--- src/rtl/muldiv_pkg.sv ---
// -----------------------------------------------------------------------------
// muldiv_pkg
//
// Definitions shared by the RV32M multiply/divide sequencer:
//   - sequencer state encoding
//   - funct3 encodings of the eight M-extension operations
//   - iteration count and counter width
//   - special-case result constants
//   - small decode helpers on funct3
// -----------------------------------------------------------------------------
package muldiv_pkg;

   typedef enum logic [1:0] {
      ST_IDLE  = 2'd0,
      ST_CALC  = 2'd1,
      ST_FIXUP = 2'd2,
      ST_DONE  = 2'd3
   } state_e;

   typedef enum logic [2:0] {
      F3_MUL    = 3'd0,
      F3_MULH   = 3'd1,
      F3_MULHSU = 3'd2,
      F3_MULHU  = 3'd3,
      F3_DIV    = 3'd4,
      F3_DIVU   = 3'd5,
      F3_REM    = 3'd6,
      F3_REMU   = 3'd7
   } funct3_e;

   // One shift-add or shift-subtract step per operand bit.
   localparam int MULDIV_CYCLES = 32;
   localparam int CNT_W         = $clog2(MULDIV_CYCLES);

   // Quotient of a divide by zero, and the divisor of the signed-overflow case.
   localparam logic [31:0] ALL_ONES = 32'hFFFF_FFFF;
   // Most negative 32-bit value: dividend of the overflow case and its quotient.
   localparam logic [31:0] INT_MIN  = 32'h8000_0000;

   // funct3[2] separates the divide group from the multiply group.
   function automatic logic is_div_op(input logic [2:0] f);
      return f[2];
   endfunction

   // REM/REMU (funct3[1] set within the divide group) deliver the remainder.
   function automatic logic is_rem_op(input logic [2:0] f);
      return f[2] & f[1];
   endfunction

   // rs1 is treated as signed by MULH, MULHSU, DIV and REM.
   function automatic logic op_a_signed(input logic [2:0] f);
      return (f == F3_MULH) || (f == F3_MULHSU) || (f == F3_DIV) || (f == F3_REM);
   endfunction

   // rs2 is treated as signed by MULH, DIV and REM.
   function automatic logic op_b_signed(input logic [2:0] f);
      return (f == F3_MULH) || (f == F3_DIV) || (f == F3_REM);
   endfunction

endpackage

--- src/rtl/muldiv_negate.sv ---
// -----------------------------------------------------------------------------
// muldiv_negate
//
// Conditional two's-complement negation. Used to turn signed operands into
// magnitudes on entry and to restore the sign of the product, quotient or
// remainder on exit.
//
// Ports:
//   neg_i  in  1  negate when set, pass through when clear
//   val_i  in  W  input value
//   res_o  out W  val_i or -val_i
// -----------------------------------------------------------------------------
module muldiv_negate #(
   parameter int W = 32
) (
   input  logic         neg_i,
   input  logic [W-1:0] val_i,
   output logic [W-1:0] res_o
);

   assign res_o = neg_i ? (-val_i) : val_i;

endmodule

--- src/rtl/muldiv_seq.sv ---
// -----------------------------------------------------------------------------
// muldiv_seq
//
// Iterative RV32M multiply/divide sequencer beside the EX-stage ALU. Operands
// arrive already forwarded; a shift-add multiplier or a restoring divider runs
// over 32 cycles while stall_req freezes IF/ID/EX, then FIXUP restores signs
// and selects the result word, and DONE pulses done for one cycle.
//
// Ports:
//   clk        in   1     clock, rising edge
//   rst        in   1     synchronous active-high reset
//   start      in   1     M-extension op valid in ID/EX (sampled in IDLE only)
//   flush      in   1     kill the operation in flight
//   funct3     in   3     MUL/MULH/MULHSU/MULHU/DIV/DIVU/REM/REMU
//   op_a       in   XLEN  forwarded rs1
//   op_b       in   XLEN  forwarded rs2
//   stall_req  out  1     freeze request, ORed into stall_EX upstream
//   done       out  1     one-cycle pulse, result valid
//   result     out  XLEN  final value, held until the next done
//   busy       out  1     state is not IDLE
//
// Build option:
//   MULDIV_FAST_MUL_EN  when defined, multiplies use a single '*' in IDLE and
//                       complete in DONE one cycle after start; divides are
//                       unaffected. Undefined: every multiply is iterative.
// -----------------------------------------------------------------------------
module muldiv_seq
   import muldiv_pkg::*;
#(
   parameter int XLEN = 32
) (
   input  logic            clk,
   input  logic            rst,
   input  logic            start,
   input  logic            flush,
   input  logic [2:0]      funct3,
   input  logic [XLEN-1:0] op_a,
   input  logic [XLEN-1:0] op_b,
   output logic            stall_req,
   output logic            done,
   output logic [XLEN-1:0] result,
   output logic            busy
);

   localparam int              DW       = 2 * XLEN;
   localparam logic [CNT_W-1:0] CNT_INIT = CNT_W'(MULDIV_CYCLES - 1);

   // ---------------------------------------------------------------------------
   // State
   // ---------------------------------------------------------------------------
   state_e            state_q,  state_d;
   logic [CNT_W-1:0]  cnt_q,    cnt_d;
   logic [XLEN-1:0]   result_q, result_d;

   // Datapath: hi/lo hold the product halves while multiplying and the
   // remainder/quotient while dividing; dvs is the multiplicand or divisor
   // magnitude; neg records whether FIXUP must negate the selected value.
   funct3_e           op_q,  op_d;
   logic              neg_q, neg_d;
   logic [XLEN-1:0]   hi_q,  hi_d;
   logic [XLEN-1:0]   lo_q,  lo_d;
   logic [XLEN-1:0]   dvs_q, dvs_d;

   // ---------------------------------------------------------------------------
   // Operand magnitudes and result-sign bits
   // ---------------------------------------------------------------------------
   logic            sgn_a, sgn_b;
   logic [XLEN-1:0] abs_a, abs_b;

   assign sgn_a = op_a_signed(funct3) & op_a[XLEN-1];
   assign sgn_b = op_b_signed(funct3) & op_b[XLEN-1];

   muldiv_negate #(.W(XLEN)) u_abs_a (
      .neg_i (sgn_a),
      .val_i (op_a),
      .res_o (abs_a)
   );

   muldiv_negate #(.W(XLEN)) u_abs_b (
      .neg_i (sgn_b),
      .val_i (op_b),
      .res_o (abs_b)
   );

   // ---------------------------------------------------------------------------
   // Iteration step
   // ---------------------------------------------------------------------------
   // Multiply: conditional 33-bit add into hi, then the 65-bit {carry,hi,lo}
   // shifts right by one, retiring the multiplier bit just examined.
   logic [XLEN:0] mul_sum;
   assign mul_sum = {1'b0, hi_q} + (lo_q[0] ? {1'b0, dvs_q} : '0);

   // Divide: {rem,quo} shifts left by one into a 33-bit partial remainder; a
   // non-negative difference means the divisor fits and a quotient 1 is set.
   logic [XLEN:0] div_sh;
   logic [XLEN:0] div_diff;
   assign div_sh   = {hi_q, lo_q[XLEN-1]};
   assign div_diff = div_sh - {1'b0, dvs_q};

   // ---------------------------------------------------------------------------
   // Sign fix-up: one 64-bit negator serves the product and, zero-extended,
   // the 32-bit quotient or remainder (only its low word is used then).
   // ---------------------------------------------------------------------------
   logic [DW-1:0] fix_in, fix_out;

   assign fix_in = is_div_op(op_q) ? {{XLEN{1'b0}}, (is_rem_op(op_q) ? hi_q : lo_q)}
                                   : {hi_q, lo_q};

   muldiv_negate #(.W(DW)) u_fix (
      .neg_i (neg_q),
      .val_i (fix_in),
      .res_o (fix_out)
   );

`ifdef MULDIV_FAST_MUL_EN
   // Single-cycle product: sign- or zero-extend each operand to 64 bits so the
   // low 64 bits of one multiply cover MUL, MULH, MULHSU and MULHU alike.
   logic signed [DW-1:0] fast_a, fast_b;
   logic        [DW-1:0] fast_prod;

   assign fast_a    = DW'($signed({sgn_a, op_a}));
   assign fast_b    = DW'($signed({sgn_b, op_b}));
   assign fast_prod = fast_a * fast_b;
`endif

   // ---------------------------------------------------------------------------
   // Next-state logic
   // ---------------------------------------------------------------------------
   always_comb begin
      // NOTE: each _d starts at its hold value so no path leaves one unassigned,
      // which would otherwise infer a latch.
      state_d  = state_q;
      cnt_d    = cnt_q;
      result_d = result_q;
      op_d     = op_q;
      neg_d    = neg_q;
      hi_d     = hi_q;
      lo_d     = lo_q;
      dvs_d    = dvs_q;

      unique case (state_q)
         ST_IDLE: begin
            if (start && !flush) begin
               op_d    = funct3_e'(funct3);
               cnt_d   = CNT_INIT;
               // Remainder follows the dividend; everything else the XOR.
               neg_d   = is_rem_op(funct3) ? sgn_a : (sgn_a ^ sgn_b);
               hi_d    = '0;
               lo_d    = abs_a;
               dvs_d   = abs_b;
               state_d = ST_CALC;

               if (is_div_op(funct3)) begin
                  if (op_b == '0) begin
                     result_d = is_rem_op(funct3) ? op_a : ALL_ONES;
                     state_d  = ST_DONE;
                  end else if (op_b_signed(funct3) && (op_a == INT_MIN) && (op_b == ALL_ONES)) begin
                     result_d = is_rem_op(funct3) ? '0 : INT_MIN;
                     state_d  = ST_DONE;
                  end
               end
`ifdef MULDIV_FAST_MUL_EN
               else begin
                  result_d = (funct3 == F3_MUL) ? fast_prod[XLEN-1:0] : fast_prod[DW-1:XLEN];
                  state_d  = ST_DONE;
               end
`endif
            end
         end

         ST_CALC: begin
            if (is_div_op(op_q)) begin
               if (!div_diff[XLEN]) begin
                  hi_d = div_diff[XLEN-1:0];
                  lo_d = {lo_q[XLEN-2:0], 1'b1};
               end else begin
                  hi_d = div_sh[XLEN-1:0];
                  lo_d = {lo_q[XLEN-2:0], 1'b0};
               end
            end else begin
               hi_d = mul_sum[XLEN:1];
               lo_d = {mul_sum[0], lo_q[XLEN-1:1]};
            end

            if (cnt_q == '0) begin
               state_d = ST_FIXUP;
            end else begin
               cnt_d = cnt_q - CNT_W'(1);
            end
         end

         ST_FIXUP: begin
            // MULH/MULHSU/MULHU take the upper word; MUL and divides the lower.
            if (is_div_op(op_q) || (op_q == F3_MUL)) begin
               result_d = fix_out[XLEN-1:0];
            end else begin
               result_d = fix_out[DW-1:XLEN];
            end
            state_d = ST_DONE;
         end

         ST_DONE: begin
            state_d = ST_IDLE;
         end

         default: begin
            state_d = ST_IDLE;
         end
      endcase

      // A killed operation never reaches DONE and never touches result.
      if (flush) begin
         state_d  = ST_IDLE;
         result_d = result_q;
      end
   end

   // ---------------------------------------------------------------------------
   // Registers
   // ---------------------------------------------------------------------------
   always_ff @(posedge clk) begin
      // NOTE: non-blocking assignments so every register samples the values of
      // the previous cycle regardless of statement order.
      if (rst) begin
         state_q  <= ST_IDLE;
         cnt_q    <= '0;
         result_q <= '0;
      end else begin
         state_q  <= state_d;
         cnt_q    <= cnt_d;
         result_q <= result_d;
      end
   end

   // NOTE: datapath registers carry no reset: they are always loaded in IDLE
   // before CALC or FIXUP reads them, and nothing observable depends on them
   // while the sequencer is idle.
   always_ff @(posedge clk) begin
      op_q  <= op_d;
      neg_q <= neg_d;
      hi_q  <= hi_d;
      lo_q  <= lo_d;
      dvs_q <= dvs_d;
   end

   // ---------------------------------------------------------------------------
   // Outputs
   // ---------------------------------------------------------------------------
   // stall_req drops in DONE so EX advances on the edge that ends DONE and
   // latches result into EX/MEM.
   assign stall_req = ((state_q == ST_IDLE) && start && !flush)
                    || (state_q == ST_CALC)
                    || (state_q == ST_FIXUP);
   assign done      = (state_q == ST_DONE) && !flush;
   assign busy      = (state_q != ST_IDLE);
   assign result    = result_q;

endmodule

--- config.mk ---
export PLATFORM = sky130hd
export DESIGN_NAME = muldiv_seq
export DESIGN_NICKNAME = d
export VERILOG_FILES = /design/src/rtl/muldiv_pkg.sv /design/src/rtl/muldiv_negate.sv /design/src/rtl/muldiv_seq.sv
export SDC_FILE = /design/constraint.sdc
export NUM_CORES = 1
export LEC_CHECK = 0
export CORE_AREA = 8 8 178 180
export DETAILED_ROUTE_END_ITERATION = 10
export DIE_AREA = 0 0 186 188
export GPL_ROUTABILITY_DRIVEN = 0
export HOLD_SLACK_MARGIN = 0.12
export PLACE_DENSITY_LB_ADDON = 0.12
export SLEW_MARGIN = 0
export SYNTH_ARGS = -nofsm -noshare
export SYNTH_HDL_FRONTEND = slang
export SYNTH_SLANG_ARGS = --single-unit
--- constraint.sdc ---
create_clock -name clk -period 6.1 [get_ports clk]
set_input_delay 1.22 -clock clk [delete_from_list [all_inputs] [get_ports clk]]
set_output_delay 1.22 -clock clk [all_outputs]
set_load 0.02 [all_outputs]
Word level (Yosys, flattened, before mapping):

Cells that the tools add are included.

* register bits: 139
* input bits: 71
* output and inout bits: 35
* logic and storage cells: 94

* add/subtract/negate cells: 6
* equal/unequal tests: 14
* multiplexer cells: 32
* bitwise operators: 6
* reductions and logical operators: 28

Operators with widths (number)
* 32-bit two-way mux: 16
* 32-bit one-hot mux with 2 select lines: 3
* 64-bit two-way mux: 2
* 32-bit equality test, second input constant: 2
* 32-bit negator: 2
* 64-bit negator: 1
* 32-bit by 32-bit adder with 33-bit output: 1
* 33-bit by 32-bit subtractor with 33-bit output: 1
* 32-bit zero test: 1
* 2-bit two-way mux: 5
* 5-bit two-way mux: 2
* 5-bit one-hot mux with 2 select lines: 1
* 1-bit logical OR: 8
* 2-bit inequality test, second input constant: 4
* 2-bit one-hot mux with 4 select lines: 1
* 3-bit equality test, second input constant: 2
* 1-bit logical AND: 6
* 2-bit AND reduction: 3
* 2-bit nonzero test: 3
* 5-bit zero test: 1
* 5-bit AND reduction: 1
* 5-bit by 1-bit subtractor with 5-bit output, second input constant: 1
* 1-bit bitwise AND: 4
* 2-bit equality test, second input constant: 2
* 12 further kinds: 13

Logic depth before layout (Yosys ltp):

Gate-level depths: netlist of run 1.

* depth after elaboration: 10
* depth in mapped cells: 16
* mapped depth without buffers: 12

By module:

Synthesis of run 1 repeated with hierarchy kept, for this count alone.

* cell total of the unflattened synthesis: 1720
* area total of the unflattened synthesis: 14139.8 um^2

By module, submodules not included
* muldiv_seq: instances 1, cells an instance 1306, area each 11151.9 um^2, seq. area each 3783.6 um^2
* muldiv_negate at u_abs_a ...: instances 2, cells an instance 108, area each 767.0 um^2, seq. area each 0.0 um^2
* muldiv_negate at u_fix: instances 1, cells an instance 198, area each 1453.9 um^2, seq. area each 0.0 um^2

Worst setup path after synthesis of run 1:

OpenSTA, ideal clock, no wires.

* path type: reg2reg
* start: register state_q[1]
* end: register cnt_q[4]
* setup time: 0.132 ns
* arrival: 6.401 ns
* required time: 5.968 ns
* path slack: -0.433 ns
* cell stages (with the launch flop): 11
* path buffers: 1
* clock period less this slack: 6.533 ns
* path through: dfxtp_1 inv_1 ha_1 clkbuf_1 inv_1 o21ai_0 a21boi_0 nand2_1 nor3_1 xnor2_1 a21oi_1

* cells in the longest elaborated chain, start to end: 3
* elaborated cells between the ends (all ways): 7
* those cells by class: 3 x eq/ne; 1 x mux; 3 x reduce/logical

Ends and longest elaborated chain
* from (decl): RTL line muldiv_seq.sv:51 `state_e state_q, state_d;`
* from (signal assigned): RTL line muldiv_seq.sv:229 `state_q <= state_d;`
* 2-bit by 1-bit equality test with 1-bit output / 2-bit zero test (equally long branches): RTL line muldiv_seq.sv:141 `unique case (state_q)`
* 2-bit inequality test (no source line) / 2-bit nonzero test (equally long branches)
* 3-bit AND reduction (no source line)
* to (signal assigned): RTL line muldiv_seq.sv:230 `cnt_q <= cnt_d;`
* to (decl): RTL line muldiv_seq.sv:52 `logic [CNT_W-1:0] cnt_q, cnt_d;`

Parallel ways exist; a longest one is shown, timed or not.
A chain may end at the register's enable or synchronous reset.

Final worst setup path of run 1:

* start: register hi_q[21]
* end: register hi_q[26] (data pin)

* cells in the longest elaborated chain, start to end: 4
* elaborated cells between the ends (all ways): 5
* those cells by class: 2 x add/sub; 3 x mux

Ends and longest elaborated chain
* from (decl): RTL line muldiv_seq.sv:60 `logic [XLEN-1:0] hi_q, hi_d;`
* from (signal assigned): RTL line muldiv_seq.sv:241 `hi_q <= hi_d;`
* 33-bit by 32-bit subtractor with 33-bit output: RTL line muldiv_seq.sv:98 `assign div_diff = div_sh - {1'b0, dvs_q};`
* 32-bit two-way mux: RTL line muldiv_seq.sv:173 `if (!div_diff[XLEN]) begin`
* 32-bit two-way mux *: RTL line muldiv_seq.sv:172 `if (is_div_op(op_q)) begin`
* 32-bit one-hot mux with 2 select lines *: RTL line muldiv_seq.sv:141

Every way passes the cells marked *; elsewhere a longest branch is shown, timed or not.

==> reports/results.ini, run 1 <==
[outcome]
status = complete, no violations

[floorplan]
die_w_um = 186
start_util_pct = 49.1
core-area_um2 = 29000
dieArea_um2 = 35000
num_rows = 63
die_h_um = 188
io_pins = 106

[finish]
layout_common_cells = nor2_1 (181), a21oi_1 (177), o21ai_0 (165)
antenna_cells = 0
final_common_cell = nor2_1
fin_nets = 1959
area_growth_pct = 12.3
stdcell_count = 2215
drive_gt1_share_pct = 4.93

[sta]
finalClockSkew_ns = 0.0126
hold_viol = 0
setup_tns_ns = 0
setup_viol = 0
rsz0062_at_grt = no
fmax_mhz = 225
worst_pin_slew_ns = 1.27
period_needed_ns = 4.44
max_slew_margin_pct = 13.4
min_period_over_period_pct = 72.9
finalMaxSlewViolations = 0

[grt]
grt_pass1_vias = 13300
grt_remaining_overflow = 0
antenna_found_initial = 0
grt_max_degree = 83
grtUsageTotal_pct = 25.8
grt_pass1_wl_mm = 72.3

[placement]
port-buffer-count = 105
dp.cells = 2183
dp_hpwl_mm = 34.4

[pwr]
p_total_w = 0.00321
p_sw_share_pct = 35.4
pwr_density_cell_nw_per_um2 = 201
p_sw_w = 0.00114
p_seq_share_pct = 36.7
internal_power_w = 0.00208
power_frac_comb_pct = 32.9
ir_worst_vdd_mv = 0.197
pwr-share-clk_pct = 30.4
p_leak_nw = 5.93

[logic_synthesis]
synth-seq-cells = 139
ys_warn_count = 0
synth_area_per_cell_um2 = 8.03
synth-edff-count = 100
syn_area_um2 = 14200
synth.distinct_cells = 87
synth_nets = 1920
synthFlopType = edfxtp_1
netlist_instances = 1773
synth_async_sr_flop_share_pct = 0
ys_seq_area_share_pct = 26.6

[setup_path]
path_max_fanout = 22
endpoint_kind = flip-flop
worstPathArrival_ns = 4.72
cp.required_ns = 6.37
start_kind = flip-flop
worstSetupPathType = flip-flop to flip-flop

[worst_hold_path]
holdCritPathClass = flip-flop to flip-flop

[clock_network]
postCtsHoldBufs = 0
cts_buffers = 17
h-tree-depth = 4
cts_tree = built
worstSkewPairLatency_ns = 0.44
clk_pin_slew_worst_paths_ns = 0.06
clk_root_buffer_cell = clkbuf_16
cts_resized = 0
post-cts-setup-buffers = 0
clockBufferDepth = 2
clock_sinks = 139

[routing]
wire_per_inst_um = 20.8
drt_iter0_markers = 1122
drc_errors = 0
dr_total_vias = 14000
firstDrtPassIters = 6
vias_per_cell = 6.33
postRouteAntennaNets = 0
drt_wl_total_mm = 46.0

[flow_run]
maxCapViolations = 0

-- path summary, 6_finish.rpt --
kind | startpoint | end | slack (ns) | cells past startpoint
setup / recovery | hi_q[21]$_SDFFCE_PN0P_ | hi_q[26]$_SDFFCE_PN0P_ | 1.66 | 10
hold / removal | result[16]$_SDFFE_PP0P_ | result[16]$_SDFFE_PP0P_ | 0.50 | 2
setup reg to reg | hi_q[21]$_SDFFCE_PN0P_ | hi_q[26]$_SDFFCE_PN0P_ | 1.66 | 10
hold reg to reg | result[16]$_SDFFE_PP0P_ | result[16]$_SDFFE_PP0P_ | 0.50 | 2
-- state kept, by name, summed over array words and instances, names as in the netlist --
signal and cells:
dvs_q 32, hi_q 32, lo_q 32, result 32
cnt_q 5, op_q 3, state_q 2, neg_q 1
-- cell type report --
| class | count | area [um2] |
|---|---|---|
| fill | 2817 | 13000 |
| sequential | 139 | 3780 |
| clock buffer | 25 | 497 |
| timing repair buffer | 128 | 1220 |
| clock inverter | 7 | 37.5 |
| tap | 390 | 488 |
| inverter | 68 | 255 |
| multi-input combinational | 1458 | 9710 |
-- power groups by stage --
stage	registers (W)	clock network, W	logic (W)
finish	0.00118	0.000978	0.00106
global route	0.00119	0.00102	0.00116
CTS	0.00118	0.000984	0.00104
detailed placement	0.00120	0	0.00103
global placement	0.00119	0	0.00102
floorplan	0.00116	0	0.000767
-- routing by layer --
metal / share of wire (%) / GRT usage, % / vias to the layer above / wire length (um)
li1: - / - / 6723 / -
met1: 44 / 35.0 / 6578 / 20200
met2: 45 / 41.0 / 628 / 20800
met3: 7.5 / 3.70 / 86 / 3450
met4: 3.1 / 9.62 / 0 / 1440
met5: 0 / 0 / - / 0
-- Yosys cell counts (all sizes together), types with 43 or more instances --
cell type | count | share of area, %
nand2 | 113 | 3.0
ha | 74 | 6.5
o21ai | 168 | 5.9
xor2 | 63 | 3.9
clkbuf | 65 | 1.7
edfxtp | 100 | 21
a21oi | 178 | 6.3
xnor2 | 95 | 5.8
mux2i | 67 | 4.7
buf | 43 | 1.9
a211oi | 45 | 2.5
inv | 68 | 1.8
nor2 | 182 | 4.8
-- cells by family after synthesis --
family	after synthesis	synth area share, %
AOI/OAI and AO/OA	616	27.5
adders and majority gates	76	6.78
buffers and inverters	176	5.38
DFF	139	26.6
muxes	68	4.81
xor gates and xnor gates	158	9.72
and+or+nand+nor	540	19.3
-- critical path, cell delays in order, from the launching register on --
cell and delay (ns):
edfxtp_1 0.59, ha_1 0.54, nand2_1 0.16, nor4_1 0.45, nand4_1 0.15, a211oi_1 0.53
nor4_1 0.17, o21ai_0 0.42, nand2_2 0.40, or4_1 0.68, a31oi_1 0.18
-- metrics by stage --
stage	cell area (um2)	setup WS [ns]	util [%]	hold WS [ns]
3_5_place_dp	15500	1.29	53.3	0.490
6_report	16000	1.66	55.1	0.497
4_1_cts	16000	1.72	55.1	0.502
5_1_grt	16000	1.35	55.1	0.529
3_3_place_gp	15500	1.41	53.3	0.470
2_1_floorplan	14200	1.28	-	0.519
No activity file was read; power rests on OpenSTA's default activity.
==> inputs of run 2 (changes only) <==
Clock period 6.1 ns to 4.3 ns, I/O delays scaled along.
==> run 2 against run 1 <==
Compared with the run above: power up 48%; global-route usage up 0.59 points; die area unchanged; critical path depth up 1; core utilization up 1.6 points; via count up 3.5%; combinational power up 52%; sequential cell count unchanged.
==> reports/results.ini, run 2 (synthesis gave the netlist of run 1 again) <==
[clock_network]
cts_resized = 0  ; unchanged
worstSkewPairLatency_ns = 0.43  ; about the same
postCtsHoldBufs = 0  ; unchanged
clockBufferDepth = 2  ; unchanged
post-cts-setup-buffers = 0  ; unchanged
clk_pin_slew_worst_paths_ns = 0.07  ; about the same
cts_tree = built
cts_buffers = 17  ; unchanged
h-tree-depth = 4  ; unchanged
clk_root_buffer_cell = clkbuf_16
clock_sinks = 139  ; unchanged

[flow_run]
maxCapViolations = 0  ; unchanged

[sta]
finalMaxSlewViolations = 0  ; unchanged
max_slew_margin_pct = 28.3  ; +15 points
finalClockSkew_ns = 0.0131  ; +0.000449 ns
min_period_over_period_pct = 93.2  ; +20 points
fmax_mhz = 249  ; +11%
rsz0062_at_grt = no
setup_viol = 0  ; unchanged
worst_pin_slew_ns = 1.07  ; -0.192 ns
period_needed_ns = 4.01  ; -0.435 ns
setup_tns_ns = 0  ; unchanged
fin_ws_ns = 0.290  ; -1.37 ns
hold_viol = 0  ; unchanged

[floorplan]
core-area_um2 = 29000  ; unchanged
die_w_um = 186  ; unchanged
die_h_um = 188  ; unchanged
dieArea_um2 = 35000  ; unchanged
io_pins = 106  ; unchanged
num_rows = 63  ; unchanged
start_util_pct = 49.1  ; unchanged

[routing]
drt_iter0_markers = 1361  ; +21%
vias_per_cell = 6.41  ; +1.3%
postRouteAntennaNets = 0  ; unchanged
firstDrtPassIters = 6  ; unchanged
drt_wl_total_mm = 47.2  ; +2.8%
drc_errors = 0  ; unchanged
dr_total_vias = 14500  ; +3.5%
wire_per_inst_um = 20.9  ; +0.59%

[finish]
drive_gt1_share_pct = 7.58  ; +2.6 points
stdcell_count = 2263  ; +2.2%
layout_common_cells = nor2_1 (181), a21oi_1 (177), o21ai_0 (165)
final_common_cell = nor2_1
multi_input_area_um2 = 9710  ; unchanged
fin_nets = 2007  ; +2.5%
seq_area_um2 = 3780  ; unchanged
fin_util_pct = 56.7  ; +1.6 points
n_fill_cell = 2752  ; -2.3%
area_growth_pct = 15.5
antenna_cells = 0  ; unchanged

[grt]
grt_pass1_wl_mm = 74.0  ; +2.3%
grt_remaining_overflow = 0  ; unchanged
grtUsageTotal_pct = 26.4  ; +0.59 points
grt_max_degree = 65  ; -22%
antenna_found_initial = 0  ; unchanged
grt_pass1_vias = 13700  ; +3.3%

[pwr]
p_leak_nw = 6.21  ; +4.6%
p_total_w = 0.00474  ; +48%
ir_worst_vdd_mv = 0.276  ; +41%
pwr_density_cell_nw_per_um2 = 288  ; +43%

[placement]
port-buffer-count = 105  ; unchanged
pre_cts_slack_ns = 0.331  ; -0.961 ns
dp_hpwl_mm = 35.7  ; +4.0%
dp.cells = 2231  ; +2.2%

[setup_path]
path_max_fanout = 14  ; -36%
cp_slowest_stage_delay_ns = 0.54  ; -0.14 ns
worstPathArrival_ns = 4.26  ; -0.46 ns
path_cells = ha_1, fa_1, nor2b_1, o31a_1, o41ai_2, a211oi_1, nor4_1, o21ai_0, nand2_2, or3_1, a311oi_1
worstSetupPathType = flip-flop to flip-flop
endpoint_kind = flip-flop
cpMaxStageDelayCell = a211oi_1
cp.required_ns = 4.55  ; -1.82 ns
start_kind = flip-flop

[worst_hold_path]
holdCritPathClass = flip-flop to flip-flop

[outcome]
status = complete, no violations

run 2: cell types whose count changed in the layout (fill, tap and decap cells not counted), sizes merged:
| cell | change |
|---|---|
| clkinv | -3 |
| clkbuf | -2 |
| inv | +5 |
| buf | +48 |
run 2: worst max-delay path: cells and delay by family (launching register included):
family	cells	cell delay, ns
and+or+nand+nor	4	1.10
AOI/OAI and AO/OA	5	1.60
adders and majority gates	2	0.65
DFF	1	0.47
run 2: path summary, 6_finish.rpt:
kind                                   to  depth (start not counted)  slack (ns)                     from
setup / recovery    hi_q[9]$_SDFFCE_PN0P_                         11        0.29       dvs_q[0]$_DFFE_PP_
hold reg to reg   result[16]$_SDFFE_PP0P_                          2        0.49  result[16]$_SDFFE_PP0P_
hold / removal    result[16]$_SDFFE_PP0P_                          2        0.49  result[16]$_SDFFE_PP0P_
setup reg to reg    hi_q[9]$_SDFFCE_PN0P_                         11        0.29       dvs_q[0]$_DFFE_PP_
run 2: cell type report:
type	instances	share of cell area, %
Timing Repair Buffer	176	9.86
Multi-Input combinational cell	1458	59.0
Inverter	68	1.55
Clock buffer	23	3.18
Clock inverter	9	0.418
Tap cell	390	2.97
Sequential cell	139	23.0
run 2: through the flow:
step / instance area, um2 / hold slack [ns]
6_report: 16400 / 0.493
5_1_grt: 16400 / 0.512
4_1_cts: 16400 / 0.499
3_5_place_dp: 15900 / 0.487
3_3_place_gp: 15900 / 0.484
2_1_floorplan: 14200 / 0.519
run 2: per-layer routing:
layer | wire length [um] | track usage [%]
met2 | 21300 | 42.2
met4 | 1700 | 10.4
met5 | 0 | 0
met1 | 19800 | 35.7
met3 | 4430 | 3.27
run 2: where the power goes:
group | leakage, nW | internal (W) | switching (W) | total (W)
logic | 4.65 | 0.000635 | 0.000971 | 0.00161
clock network | 0.299 | 0.000870 | 0.000634 | 0.00150
registers | 1.26 | 0.00155 | 0.0000791 | 0.00163
